==> config.mk <==
export PLATFORM = sky130hd
export DESIGN_NAME = pc_fetch_unit
export DESIGN_NICKNAME = d
export VERILOG_FILES = /design/src/rtl/pc_fetch_unit.sv
export SDC_FILE = /design/constraint.sdc
export NUM_CORES = 1
export LEC_CHECK = 0
export ABC_AREA = 1
export CORE_UTILIZATION = 44
export CTS_CLUSTER_DIAMETER = 80
export DETAILED_ROUTE_END_ITERATION = 16
export PLACE_DENSITY = 0.83
export SLEW_MARGIN = 20
export SYNTH_ARGS = -nofsm -noshare
export SYNTH_HDL_FRONTEND = slang
export SYNTH_SLANG_ARGS = --single-unit
==> constraint.sdc <==
create_clock -name clk -period 2.4 [get_ports clk]
set_clock_uncertainty 0.2 [all_clocks]
set_input_delay 0.36 -clock clk [delete_from_list [all_inputs] [get_ports clk]]
set_output_delay 0.36 -clock clk [all_outputs]
set_load 0.005 [all_outputs]
==> src/rtl/pc_fetch_unit.sv <==
// pc_fetch_unit
//   Holds the program counter and runs instruction fetch at the head of the
//   IF stage. It drives the current PC to the sequential adder and to
//   instruction memory, advances on an accepted fetch, and honours stalls.
//   It also applies branch, jump and jr redirects from ID. Redirects use
//   delay-slot semantics: a redirect never cancels the fetch in flight.
//
// Ports
//   clk, rst            clock, asynchronous active-high reset
//   npc_seq             PC+4 from the sequential adder
//   stall               IF/ID cannot take a new instruction
//   br_taken/br_target  taken branch from ID
//   jmp/jmp_target      j/jal from ID
//   jr/jr_target        jr/jalr from ID
//   imem_ready          instruction memory returns data for pc_o
//   pc_o                current fetch PC
//   imem_req            fetch request to instruction memory
//   fetch_valid         instruction for pc_o is available to IF/ID
//   pc_misalign         sticky flag for a misaligned redirect target
//
// Build option
//   PC_ALIGN_CHK_EN  when defined, pc_misalign is set by any selected redirect
//                    whose target has bits [1:0] != 0. When undefined,
//                    pc_misalign is tied low.
//
// State | Meaning
// ------+-----------------------------------------------------------
// IDLE  | first cycle out of reset, nothing requested
// FETCH | request pc_o from imem, wait for imem_ready
// HOLD  | fetched word is waiting on a stalled IF/ID, pc_o frozen

module pc_fetch_unit #(
    parameter int                ADDR_W   = 32,
    parameter logic [ADDR_W-1:0] RESET_PC = 32'h0000_3000
) (
    input  logic              clk,
    input  logic              rst,
    input  logic [ADDR_W-1:0] npc_seq,
    input  logic              stall,
    input  logic              br_taken,
    input  logic [ADDR_W-1:0] br_target,
    input  logic              jmp,
    input  logic [ADDR_W-1:0] jmp_target,
    input  logic              jr,
    input  logic [ADDR_W-1:0] jr_target,
    input  logic              imem_ready,
    output logic [ADDR_W-1:0] pc_o,
    output logic              imem_req,
    output logic              fetch_valid,
    output logic              pc_misalign
);

    typedef enum logic [1:0] {
        IDLE  = 2'd0,
        FETCH = 2'd1,
        HOLD  = 2'd2
    } state_t;

    localparam logic [ADDR_W-1:0] ALIGN_MASK = ~(ADDR_W'(3));

    state_t            state, state_nxt;
    logic              advance;
    logic              redir;
    logic [ADDR_W-1:0] redir_pc_raw;
    logic [ADDR_W-1:0] redir_pc;
    logic [ADDR_W-1:0] next_pc;
    logic              pend;
    logic [ADDR_W-1:0] pend_pc;

    // FSM state register
    always_ff @(posedge clk or posedge rst) begin
        if (rst) begin
            state <= IDLE;
        end else begin
            state <= state_nxt;
        end
    end

    // FSM next state and outputs
    always_comb begin
        state_nxt   = state;
        imem_req    = 1'b0;
        fetch_valid = 1'b0;
        advance     = 1'b0;
        case (state)
            IDLE: begin
                state_nxt = FETCH;
            end
            FETCH: begin
                imem_req    = 1'b1;
                fetch_valid = imem_ready;
                if (imem_ready) begin
                    if (stall) begin
                        state_nxt = HOLD;
                    end else begin
                        advance = 1'b1;
                    end
                end
            end
            HOLD: begin
                fetch_valid = 1'b1;
                if (!stall) begin
                    advance   = 1'b1;
                    state_nxt = FETCH;
                end
            end
            default: begin
                state_nxt = IDLE;
            end
        endcase
    end

    // Redirect select: jr > jmp > branch. The loaded target is always word-aligned.
    always_comb begin
        redir        = jr | jmp | br_taken;
        redir_pc_raw = br_target;
        if (jr) begin
            redir_pc_raw = jr_target;
        end else if (jmp) begin
            redir_pc_raw = jmp_target;
        end
        redir_pc = redir_pc_raw & ALIGN_MASK;
    end

    // A redirect seen in the advancing cycle wins. Otherwise a redirect that
    // was parked while pc_o was frozen wins. Otherwise fetch runs sequentially.
    always_comb begin
        next_pc = npc_seq;
        if (redir) begin
            next_pc = redir_pc;
        end else if (pend) begin
            next_pc = pend_pc;
        end
    end

    always_ff @(posedge clk or posedge rst) begin
        if (rst) begin
            pc_o    <= RESET_PC;
            pend    <= 1'b0;
            pend_pc <= '0;
        end else if (advance) begin
            pc_o <= next_pc;
            pend <= 1'b0;
        end else if (redir) begin
            // The newest redirect replaces any earlier one that is still parked.
            pend    <= 1'b1;
            pend_pc <= redir_pc;
        end
    end

`ifdef PC_ALIGN_CHK_EN
    logic misalign_q;

    always_ff @(posedge clk or posedge rst) begin
        if (rst) begin
            misalign_q <= 1'b0;
        end else if (redir && (redir_pc_raw[1:0] != 2'b00)) begin
            misalign_q <= 1'b1;
        end
    end

    assign pc_misalign = misalign_q;
`else
    assign pc_misalign = 1'b0;
`endif

endmodule
# [Yosys cells after proc, flatten, opt, wreduce, memory -nomap -nowiden]
# Index checks and enable logic that the tools add are counted.
[word_totals] reg_bits=65 inputBits=135
[op_classes] n_eq_ne=5 muxes=15 bitwise_logic=3 reduce_logical=4
[op_table] cell="32-bit two-way mux" count=4
[op_table] cell="2-bit two-way mux" count=3
[op_table] cell="2-bit != test (second input constant)" count=3
[op_table] cell="2-bit case mux with 3 select lines" count=1
[op_table] cell="1-bit two-way mux" count=5
[op_table] cell="1-bit case mux with 2 select lines" count=2
[op_table] cell="3-bit AND reduction" count=1
[op_table] cell="2-bit by 1-bit == test with 1-bit output (second input constant)" count=1
[op_table] cell="2-bit == test (second input constant)" count=1
[op_table] cell="2-bit zero test" count=1
[op_table] cell="1-bit bitwise OR" count=2
[op_table] cell="2-bit AND reduction" count=1
[op_table] cell="2-bit nonzero test" count=1
[op_table] cell="1-bit NOT" count=1

# [Depth between registers and ports, before layout]
# Gate-level depths: netlist of the first run.
[logic_depth] depth_word=5 ltp_mapped=10 depth_no_buf=9

# [Worst setup path after synthesis of the first run]
# No wires, ideal clock.
[synth_timing] path_kind="register to register" startpoint="register state[0]" endpoint="register pc_o[17]" setup_time_ns=0.116 arrival_ns=1.344 required_ns=2.084 slack_ns=0.740 path_stages_with_launch=10 n_path_buf=1 period_less_slack_ns=1.660 path_cell_list="dfrtp_1 inv_1 ha_1 inv_1 nor2_1 nand2_1 clkbuf_1 nor2_1 nand2_1 nand2_1"
[synth_via] elab_chain_len=2
[synth_rtl] item="start, declared" line="61" text="state_t state, state_nxt;"
[synth_rtl] item="start signal, assigned" line="75" text="state <= state_nxt;"
[synth_rtl] item="2-bit == test / 2-bit by 1-bit == test with 1-bit output (equally long branches)" line="85" text="case (state)"
[synth_rtl] item="1-bit case mux with 2 select lines *" line="85"
[synth_rtl] item="end signal, assigned" line="142" text="pc_o <= next_pc;"
[synth_rtl] item="end, declared" line="47" text="output logic [ADDR_W-1:0] pc_o,"
# Every way passes the cells marked *; elsewhere a longest branch is shown, timed or not.
# A chain may end at the register's enable or synchronous reset.

# [Worst setup path in the final report of the first run]
[layout_timing] startpoint="register state[1]" endpoint="output port fetch_valid"
[layout_via] elab_chain_len=2
[layout_rtl] item="2-bit == test / 2-bit by 1-bit == test with 1-bit output (equally long branches)" line="85"
[layout_rtl] item="1-bit case mux with 2 select lines *" line="85"
[layout_rtl] item="end, declared" line="49" text="output logic fetch_valid,"
# Marks and branches as above.

==> results summary, run 1 <==
The final routed wire length divided by cell count came out at 12.4 um. The library cells used most frequently in the layout, excluding fill and tap cells, are nand2_1 (400), clkdlybuf4s50_1 (162), inv_1 (67). The post-placement worst setup slack came out at 0.260 ns. The hold buffer count at CTS is 0. The congestion estimate from routability-driven global placement came to between 0.7 and 0.8. The number of antenna cells inserted is 0. Across the run, the number of max-cap violations was 0. The die area is approximately 0.01 mm2. The cell at the slowest stage of the critical path is clkdlybuf4s50_1. The analysis attributes to cell leakage a power of 3.46 nW. The clock sink total came out at 65. The count of nets left with antenna violations once routing finished came out at 0. The combined flip-flop and latch cell area is 0.00163 mm2. The maximum level of the CTS H-tree is 3. The number of warnings printed during yosys synthesis is 0.

The synthesized net count is ~860. The total area of multi-input combinational cells came out at around 0.0022 mm2. The data required time at the worst endpoint came out at between 1.5 and 2 ns. The half-perimeter wire length of the detailed placement result is 8.94 mm. The power density over the cells came out at approximately 770 mW/mm2. The length of the first detailed-routing pass in iterations is 4. Traced cell by cell, the critical path runs through inv_2, ha_1, inv_1, a21oi_1, clkdlybuf4s50_1. Entering global routing, the biggest net connects between 60 and 70 pins.

The total negative setup slack came out at 0 ns. The worst-case vdd ir drop came out at ~0.00029 V. The leading cell type in the layout, fill and taps excluded is nand2_1. The global route total overflow is 0.

The critical path start-end classification is flop to output port. The number of remaining DRC errors came out at 0. The final design utilization came out at around two thirds. Setup repair after global routing left no endpoint under its margin. After technology mapping, the gate count stands at slightly above 700.

The total track usage is a little over a quarter. The flip-flop and latch count after synthesis came out at 65. From synthesis to final layout, the design area changed by 45.2%. The initial antenna violation count is 0. The cell sitting at the root of the clock tree is a clkbuf_8. After clock tree synthesis, the clock-pin slew on the worst setup and hold paths is approximately 0.07 ns. The post-synth design cell area is between 0.004 and 0.005 mm2. The relative slew slack came out at 58.8%. The path class of the lowest-slack min-delay path is input pin to asynchronous set/reset pin. The detailed router finished its first iteration with approximately 170 violations. The kind of capture point of the worst setup path is an output port.

The detailed-route via count is 4,847. Counting along the longest clock path gives a buffer depth of 2. The maximum net fanout on the critical path is 4. The via count of the first global-routing pass came out at 4,737. For the worst-skew pair, the clock arrives at the later sink with an insertion delay of 0.33 ns. The die boundary height came out at 101 um. The count of pins over their slew limit came out at 0.

The count of port buffers added during placement is approximately 160. The first global-routing pass estimated ~21 mm of wire. The worst setup path is launched from a flop. Of the cells placed in the final design, the portion with a size suffix greater than 1 is between 5 and 6%. TritonCTS built the clock tree.

The number of filler instances in the final layout came out at about 840. Pin placement for this block handled 170 I/O pins. The TritonCTS buffer count is 9. The via-per-instance ratio is around 4.8. The fraction of the yosys area taken by sequential cells is around two fifths. The run finished with clean final reports.

Data arrives at the worst endpoint at approximately 1.8 ns. The delay of the slowest critical-path stage came out at slightly above 0.5 ns. The starting density of the core is between 40% and 50%.

The worst-margin pin slew is slightly above 0.6 ns. The total count of hold-check failures in the final report came out at 0. The routed wire length came out at about 12 mm. After synthesis, the mean cell area works out to 5.97 um2. Counting distinct cell types in the post-synthesis netlist gives 19. Row generation in the floorplan step produced 35 rows. The number of nets in the layout came out at 1,010. The die outline width is slightly above 100 um.

The final cycle utilization of the critical path came out at 96.9%. The placeable core region came out at around 0.0093 mm2. The total setup violations reported at the end of the flow is 0. The time the final worst path needs with I/O delays and setup came out at around 2.3 ns. The worst setup slack after layout is between 0.07 and 0.08 ns. The maximum achievable frequency is 0.430 GHz.
-- cell usage after synthesis (all sizes together) --
master | count | area (um2)
o21ai | 5 | 25.0
a21oi | 1 | 5.00
inv | 73 | 274
nand3 | 62 | 310
nor2 | 62 | 233
clkbuf | 7 | 26.3
o211ai | 1 | 7.51
nand2 | 402 | 1510
buf | 31 | 178
dfstp | 2 | 52.6
o21bai | 1 | 7.51
conb | 1 | 3.75
ha | 5 | 62.6
dfrtp | 63 | 1580
-- logic make-up after synthesis --
group                      count (synthesis)  share of synthesized area (%)
and+or+nand+nor                          526                           48.1
buffers and inverters                    111                           11.2
DFF                                       65                           38.1
AOI/OAI and AO/OA                          8                           1.05
adders and majority gates                  5                           1.46
other                                      1                         0.0878
-- path summary, 6_finish.rpt --
check	depth (start not counted)	start	end	slack [ns]
setup / recovery	5	state[1]	fetch_valid	0.07
hold / removal	3	rst	state[1]	0.22
setup reg to reg	9	state[1]	pend_pc[28]	0.36
hold reg to reg	2	pc_o[12]	pc_o[12]	0.27
max in group asynchronous	3	rst	pc_o[13]	1.47
min in group clk	2	pc_o[12]	pc_o[12]	0.27
-- metal layers --
layer / vias up / share of wire [%] / global-route usage [%]
met3: 15 / 6.1 / 3.61
met1: 2211 / 43 / 30.5
li1: 2425 / - / -
met4: 0 / 1.3 / 8.03
met5: - / 0 / 0
met2: 196 / 50 / 49.1
-- what timing repair did --
item,CTS,global route
endpoints found under the hold margin,0,0
setup endpoints to repair,0,1
resized for setup,0,2
setup buffers,0,2
-- stage by stage --
step           cells  hold WS (ns)  total power [mW]  cell area (um2)
6_report        1004         0.224              4.77             6200
5_1_grt         1004         0.261              5.16             6200
4_1_cts         1002         0.227              4.77             6190
3_5_place_dp     986         0.260              3.87             5990
3_3_place_gp     986         0.259              3.78             5990
2_1_floorplan    716         0.249              2.86             4270
-- worst max-delay path, delay by kind of cell (launching register included) --
| kind | cells | cell delay, ns |
|---|---|---|
| fa+ha+maj | 1 | 0.27 |
| buf+inv | 3 | 0.62 |
| compound gates | 1 | 0.10 |
| flops | 1 | 0.43 |
-- registers in the layout, summed over array words and instances, names as in the netlist --
| name | flops |
|---|---|
| pc_o | 32 |
| pend_pc | 30 |
| state | 2 |
| pend | 1 |
-- report_power, final --
group	switching [mW]	internal (mW)	total (mW)
Combinational	1.08	1.09	2.16
Clock	0.401	0.486	0.887
Sequential	0.221	1.49	1.72
-- final cells by class --
cell class	count	share of cell area, %
Inverter	73	4.42
Clock buffer	14	2.94
Multi-Input combinational cell	540	35.0
Timing Repair Buffer	181	28.6
Sequential cell	65	26.3
Clock inverter	2	0.161
Tap cell	129	2.60
Note: power is estimated with default switching activity, not from simulation.
==> run 2: changes to the inputs <==
--- a/config.mk
+++ b/config.mk
@@ -6,7 +6,9 @@
 export NUM_CORES = 1
 export LEC_CHECK = 0
 export ABC_AREA = 1
-export CORE_UTILIZATION = 44
+export CELL_PAD_IN_SITES_DETAIL_PLACEMENT = 1
+export CELL_PAD_IN_SITES_GLOBAL_PLACEMENT = 1
+export CORE_UTILIZATION = 29
 export CTS_CLUSTER_DIAMETER = 80
 export DETAILED_ROUTE_END_ITERATION = 16
 export PLACE_DENSITY = 0.83
==> run 2 against run 1 <==
- routed wire length rose by 18%
- first-iteration DRC count grew 27%
- highest routed layer unchanged
- cell count grew 4.7%
- critical path depth is 1 lower
==> results summary, run 2 (synthesis gave the netlist of run 1 again) <==
The run finished with clean final reports. In this run the critical register-to-register path is captured at pend_pc[5]. The path class of the lowest-slack min-delay path is input pin to asynchronous set/reset pin.

The initial detailed-routing violation count came out at 217 (+27%). The die boundary height came out at 123 um (+23%). More flip-flops sit in one register than any other, and that register is pc_o. Among the stages of the critical path, the cell type that occurs most often is buf_4. The number of nets with antenna violations after routing came out at 0 (unchanged). The cell sitting at the root of the clock tree is a clkbuf_16. Setup repair after global routing left no endpoint under its margin. The count of pins over their slew limit came out at 0 (unchanged).

The detailed-route via count is 4,826 (-0.43%). The routed wire length is 14.7 mm (+18%). STA classifies the critical path endpoint as an output port.

The worst-case vdd ir drop came out at 0.000365 V (+28%). The deepest clock path buffer count came out at 2 (unchanged). The placeable core region is 0.0141 mm2 (+52%). Leaving out fill and tap cells, the most frequent cell in the layout is nand2_1. The critical path start-end classification is flop to output port. The global placement routability congestion came out at 0.788 (about the same). The critical path data arrival time is 1.67 ns (-0.10 ns). The final cycle utilization of the critical path came out at 92.7% (-4.1 points).

The cell total after placement is 1,033 (+4.8%). The top cell types in the final layout, fill and taps aside, are nand2_1 (400), clkdlybuf4s50_1 (161), inv_1 (68). The leakage power of the design is 3.51 nW (+1.6%). The combined flip-flop and latch cell area is 0.00163 mm2 (unchanged). The cell row count came to 43 (+23%). The data required time at the worst endpoint was 1.84 ns (about the same). The number of nets in the layout is 1,009 (-0.099%).

The startpoint identified for the worst register-to-register timing path is state[0]. The global-route wire length before repair came out at 23.7 mm (+13%). The half-perimeter wire length of the detailed placement result is 10.3 mm (+15%).

The worst setup path is launched from a flop. The length of the first detailed-routing pass in iterations came to 4 (unchanged). The slowest stage of the critical path is the clkdlybuf4s50_1 cell. The setup slack on the worst flop-to-flop path is 0.30 ns (-0.06 ns).

The hold buffer count at CTS came out at 0 (unchanged). The maximum net fanout on the critical path is 3 (-1). The clock sink total was 65 (unchanged).

The number of max-cap violations is 0 (unchanged). The number of flip-flops in the largest register is 32 (unchanged). The power density over the cells came out at 806 mW/mm2 (+4.9%).

The via-per-instance ratio was 4.59 (-4.9%). The count of port buffers added during placement is 162 (unchanged). The maximum level of the CTS H-tree came out at 3 (unchanged). The number of antenna cells inserted is 0 (unchanged). The final standard cell count with taps included and fillers excluded is 1,051 (+4.7%). The relative slew slack came to 61.6% (+2.8 points). The clock latency on the worst-skew pair is 0.34 ns (about the same). The die area was 0.0152 mm2 (+51%). The total area of multi-input combinational cells came out at 0.00217 mm2 (+0.17%). The delay of the slowest critical-path stage came out at 0.45 ns (-0.06 ns). The initial antenna violation count was 0 (unchanged). The global route total overflow is 0 (unchanged). The total count of hold-check failures in the final report came out at 0 (unchanged).

The final routed wire length divided by cell count was 14.0 um (+13%). The clock transition at the registers of the reported paths is 0.05 ns (-0.02 ns). Walking the worst path, the cells encountered are buf_4, buf_4, ha_1, clkdlybuf4s50_1.

The growth of design area from synthesis to finish came out at 49.2%. The maximum achievable frequency was 0.449 GHz (+4.5%). The TritonCTS buffer count is 9 (unchanged). The total setup violations reported at the end of the flow is 0 (unchanged). The number of primary I/O pins was 170 (unchanged).

The time the final worst path needs with I/O delays and setup is 2.23 ns (-0.0996 ns). The via count of the first global-routing pass came out at 4,872 (+2.8%). The largest net degree at the start of global routing came out at 66 (unchanged).

The die outline width came out at 123 um (+23%). The starting density of the core was 30.2% (-16 points). The worst-margin pin slew came out at 0.575 ns (-0.0426 ns).

The total negative setup slack is 0 ns (unchanged). The number of filler instances in the final layout came out at 1,879 (+120%). TritonCTS built the clock tree. The fraction of final layout cells with drive strength greater than 1 came out at 4.59% (-0.55 points). The number of cell instances on the worst register-to-register path is 10 (+1). The number of remaining DRC errors is 0 (unchanged). In the final layout, the registers with the most flip-flops are pc_o x32, pend_pc x30, state x2.

The total track usage was 20.4% (-5.7 points).
==> run 2: worst max path at each step <==
| stage | startpoint | end | slack (ns) | depth (start not counted) |
|---|---|---|---|---|
| 2_1_floorplan | rst | pc_o[0] | 0.22 | 1 |
| 3_3_place_gp | imem_ready | fetch_valid | 0.28 | 4 |
| 3_5_place_dp | imem_ready | fetch_valid | 0.20 | 4 |
| 4_1_cts | state[1] | fetch_valid | 0.02 | 5 |
| 5_1_grt | state[0] | imem_req | 0.11 | 4 |
| 6_report | state[0] | imem_req | 0.17 | 4 |
==> run 2: layout make-up <==
class	count	share of cell area [%]
Timing Repair Buffer	180	28.6
Tap cell	180	3.53
Multi-Input combinational cell	540	34.1
Clock buffer	12	3.87
Clock inverter	1	0.0785
Sequential cell	65	25.5
Inverter	73	4.30
==> run 2: critical path: cells and delay by family, from the launching register on <==
family | cells | cell delay (ns)
adders and majority gates | 1 | 0.22
DFF | 1 | 0.38
buffers and inverters | 3 | 0.73
==> run 2: power by group <==
group          total (mW)  switching (mW)  internal (mW)
registers            1.71           0.217           1.50
clock network        1.17           0.467          0.708
logic                2.25            1.14           1.11
==> run 2: routing by layer <==
layer,track usage [%],share of wire [%],up-vias
met4,5.35,0.90,0
met3,4.38,4.9,9
li1,-,-,2424
met1,25.3,46,2274
met5,0,0,-
met2,35.6,48,119
==> run 2: stage by stage <==
step                      power [mW]  instance area [um2]  hold slack [ns]  util [%]  setup WS, ns
final                           5.14                 6380            0.134      45.1         0.175
after global routing            5.55                 6380            0.161      45.1         0.111
after CTS                       5.21                 6360            0.131      45.0        0.0232
after detailed placement        3.94                 6080            0.260      43.0         0.200
after global placement          3.86                 6080            0.258      43.0         0.279
after floorplan                 2.86                 4270            0.249         -         0.217
==> run 2: timing repair <==
| action | in CTS | in global routing |
|---|---|---|
| setup buffers | 4 | 1 |
| gates resized for setup | 1 | 2 |
| setup endpoints to repair | 1 | 1 |
==> run 3: changes to the inputs <==
==> constraint.sdc (replaced) <==
create_clock -name clk -period 2.4 [get_ports clk]
set_clock_uncertainty 0.2 [all_clocks]
set_input_delay 0.6 -clock clk [delete_from_list [all_inputs] [get_ports clk]]
set_output_delay 0.6 -clock clk [all_outputs]
set_load 0.005 [all_outputs]
==> run 3 against run 2 <==
- die area is the same
- sequential power is essentially flat
- maximum frequency shrank 4.5%
- critical path depth shrank 1
- cell area grew 0.29%
- via count shrank 0.64%
- combinational power is essentially flat
- clock power grew 6%
- count of clock-buffer cells in the layout grew 1
- first-iteration DRC count shrank 25%
- routed wire length grew 3.9%
==> results summary, run 3 (synthesis gave the netlist of run 1 again) <==
The placeable core region came out at 0.0141 mm2 (unchanged). The number of nets in the layout is 1,010 (+0.099%). The die outline width came out at 123 um (unchanged). The largest net degree at the start of global routing is 66 (unchanged). Broken down by cell family, the worst path's largest delay share belongs to buffers and inverters. Setup repair after global routing left no endpoint under its margin. The number of remaining DRC errors came out at 0 (unchanged).

The count of port buffers added during placement is 162 (unchanged). The maximum net fanout on the critical path is 4 (+1). The initial antenna violation count is 0 (unchanged).

The time the final worst path needs with I/O delays and setup is 2.33 ns (+0.106 ns). The final routed wire length divided by cell count was 14.5 um (+3.5%). The clock sink total was 65 (unchanged). The area growth from synthesis to layout is 49.7%. Among all stages on the critical path, the largest delay is contributed by clkdlybuf4s50_1.

The routed wire length is 15.3 mm (+3.9%). The number of max-cap violations came to 0 (unchanged). The total track usage was 21.1% (+0.67 points). The detailed-route via count came out at 4,795 (-0.64%). The total negative setup slack came to 0 ns (unchanged). The leading cell type in the layout, fill and taps excluded is nand2_1.

The die area is 0.0152 mm2 (unchanged). The min-delay analysis places its worst path in the category flop to flop. The half-perimeter wire length of the detailed placement result came out at 10.4 mm (+1.5%). The initial detailed-routing violation count is 163 (-25%). The data required time at the worst endpoint is 1.60 ns (-0.24 ns). The kind of start point of the critical path is a flop. The via-per-instance ratio was 4.55 (-1.0%). The largest registers in the layout are pc_o x32, pend_pc x30, state x2.

The clock share of power is 23.9% (+1.0 points). The root buffer cell is clkbuf_16. The largest register by flop count is pc_o. The switching power came out at 1.87 mW (+2.4%). The clock latency on the worst-skew pair is 0.33 ns (about the same). The CTS tree is done.

The post-placement worst setup slack is -0.194 ns (-0.393 ns). The number of antenna cells inserted is 0 (unchanged). The critical path data arrival time came out at 1.53 ns (-0.14 ns). The final design utilization came to 45.2% (+0.13 points). The via count of the first global-routing pass is 4,924 (+1.1%).

The global route total overflow came out at 0 (unchanged). The delay of the slowest critical-path stage came to 0.50 ns (+0.05 ns). The global-route wire length before repair is 24.3 mm (+2.7%). The total count of hold-check failures in the final report is 0 (unchanged). The worst setup path is captured at an output port. The switching share of total power came out at 35.9% (+0.47 points).

The final cycle utilization of the critical path is 97.1% (+4.4 points). The number of filler instances in the final layout came out at 1,856 (-1.2%). The library cells used most frequently in the layout, excluding fill and tap cells, are nand2_1 (400), clkdlybuf4s50_1 (161), inv_1 (67). The clock transition at the registers of the reported paths is 0.06 ns (about the same). The leakage power of the design came out at 3.51 nW (about the same). The deepest clock path buffer count came to 2 (unchanged). The power share of the combinational group is 42.9% (-0.9 points). The number of nets with antenna violations after routing came out at 0 (unchanged). The count of pins over their slew limit is 0 (unchanged).

The die boundary height came out at 123 um (unchanged). The TritonCTS buffer count was 9 (unchanged). The cell row count is 43 (unchanged). The portion of total power attributed to sequential cells was 33.2% (-0.2 points). The starting density of the core is 30.2% (unchanged).

The critical path start-end classification is flop to output port. The number of primary I/O pins came to 170 (unchanged). The maximum level of the CTS H-tree is 3 (unchanged). The length of the first detailed-routing pass in iterations came to 4 (unchanged). The worst-margin pin slew is 0.605 ns (+0.0303 ns). The worst setup slack after layout came out at 0.0690 ns (-0.106 ns).

The relative slew slack is 59.6% (-2.0 points). The number of flip-flops in the largest register came out at 32 (unchanged). The fraction of final layout cells with drive strength greater than 1 is 5.14% (+0.55 points). The count of buffer and inverter cells on the critical path came out at 2 (-1).

The run finished with clean final reports. Traced cell by cell, the critical path runs through buf_4, ha_2, clkdlybuf4s50_1. The total setup violations reported at the end of the flow came to 0 (unchanged). The power density over the cells came out at 812 mW/mm2 (+0.73%). The maximum achievable frequency was 0.429 GHz (-4.5%). The worst-case vdd ir drop came out at 0.000323 V (-12%). The hold buffer count at CTS came to 0 (unchanged).

The global placement routability congestion came out at 0.758 (-3.9%). The internal power summed over all cells was 3.32 mW (+0.29%).
[run 3: layout make-up]
class	count	area, um2	share of cell area [%]
Multi-Input combinational cell	540	2170	34.0
Timing Repair Buffer	181	1810	28.4
Sequential cell	65	1630	25.5
Inverter	73	278	4.34
Clock buffer	13	260	4.07
Tap cell	180	225	3.52
Clock inverter	3	15.0	0.235
[run 3: power groups by stage]
stage / combinational (mW) / sequential [mW] / clock [mW]
detailed placement: 2.19 / 1.74 / 0
finish: 2.23 / 1.72 / 1.24
floorplan: 1.15 / 1.72 / 0
CTS: 2.25 / 1.73 / 1.27
global placement: 2.11 / 1.73 / 0
global route: 2.51 / 1.77 / 1.32
[run 3: layer usage]
layer	part of all wire, %	global-route usage (%)
met1	44	25.2
met2	50	38.2
met3	4.2	3.37
met4	1.5	6.85
met5	0	0
[run 3: worst paths after layout]
path / from / to / slack (ns) / cells after the start
setup / recovery: state[0] / imem_req / 0.07 / 3
hold / removal: pc_o[12] / pc_o[12] / 0.27 / 2
setup reg to reg: state[1] / pend_pc[9] / 0.36 / 9
hold reg to reg: pc_o[12] / pc_o[12] / 0.27 / 2
max in group asynchronous: rst / pc_o[13] / 1.14 / 3
min in group asynchronous: rst / pc_o[14] / 0.52 / 3
[run 3: worst register-to-register path: stages (launching register included)]
cell	delay, ns
dfrtp_1	0.41
buf_4	0.15
ha_1	0.21
inv_2	0.07
nand2_1	0.06
nand2_2	0.08
nand2_1	0.10
inv_2	0.47
nand2_1	0.12
nand2_1	0.09
[run 3: metrics by stage]
stage	instances	power, mW	hold WS, ns	cell area (um2)
global placement	1036	3.84	0.260	6090
global route	1055	5.60	0.281	6390
finish	1055	5.19	0.270	6390
detailed placement	1036	3.93	0.261	6090
CTS	1055	5.24	0.271	6390
floorplan	716	2.87	0.249	4280
[run 3: what timing repair did]
item                                    CTS  global route
endpoints found under the setup margin    2             2
setup buffers                             3             0
gates resized for setup                   1             3
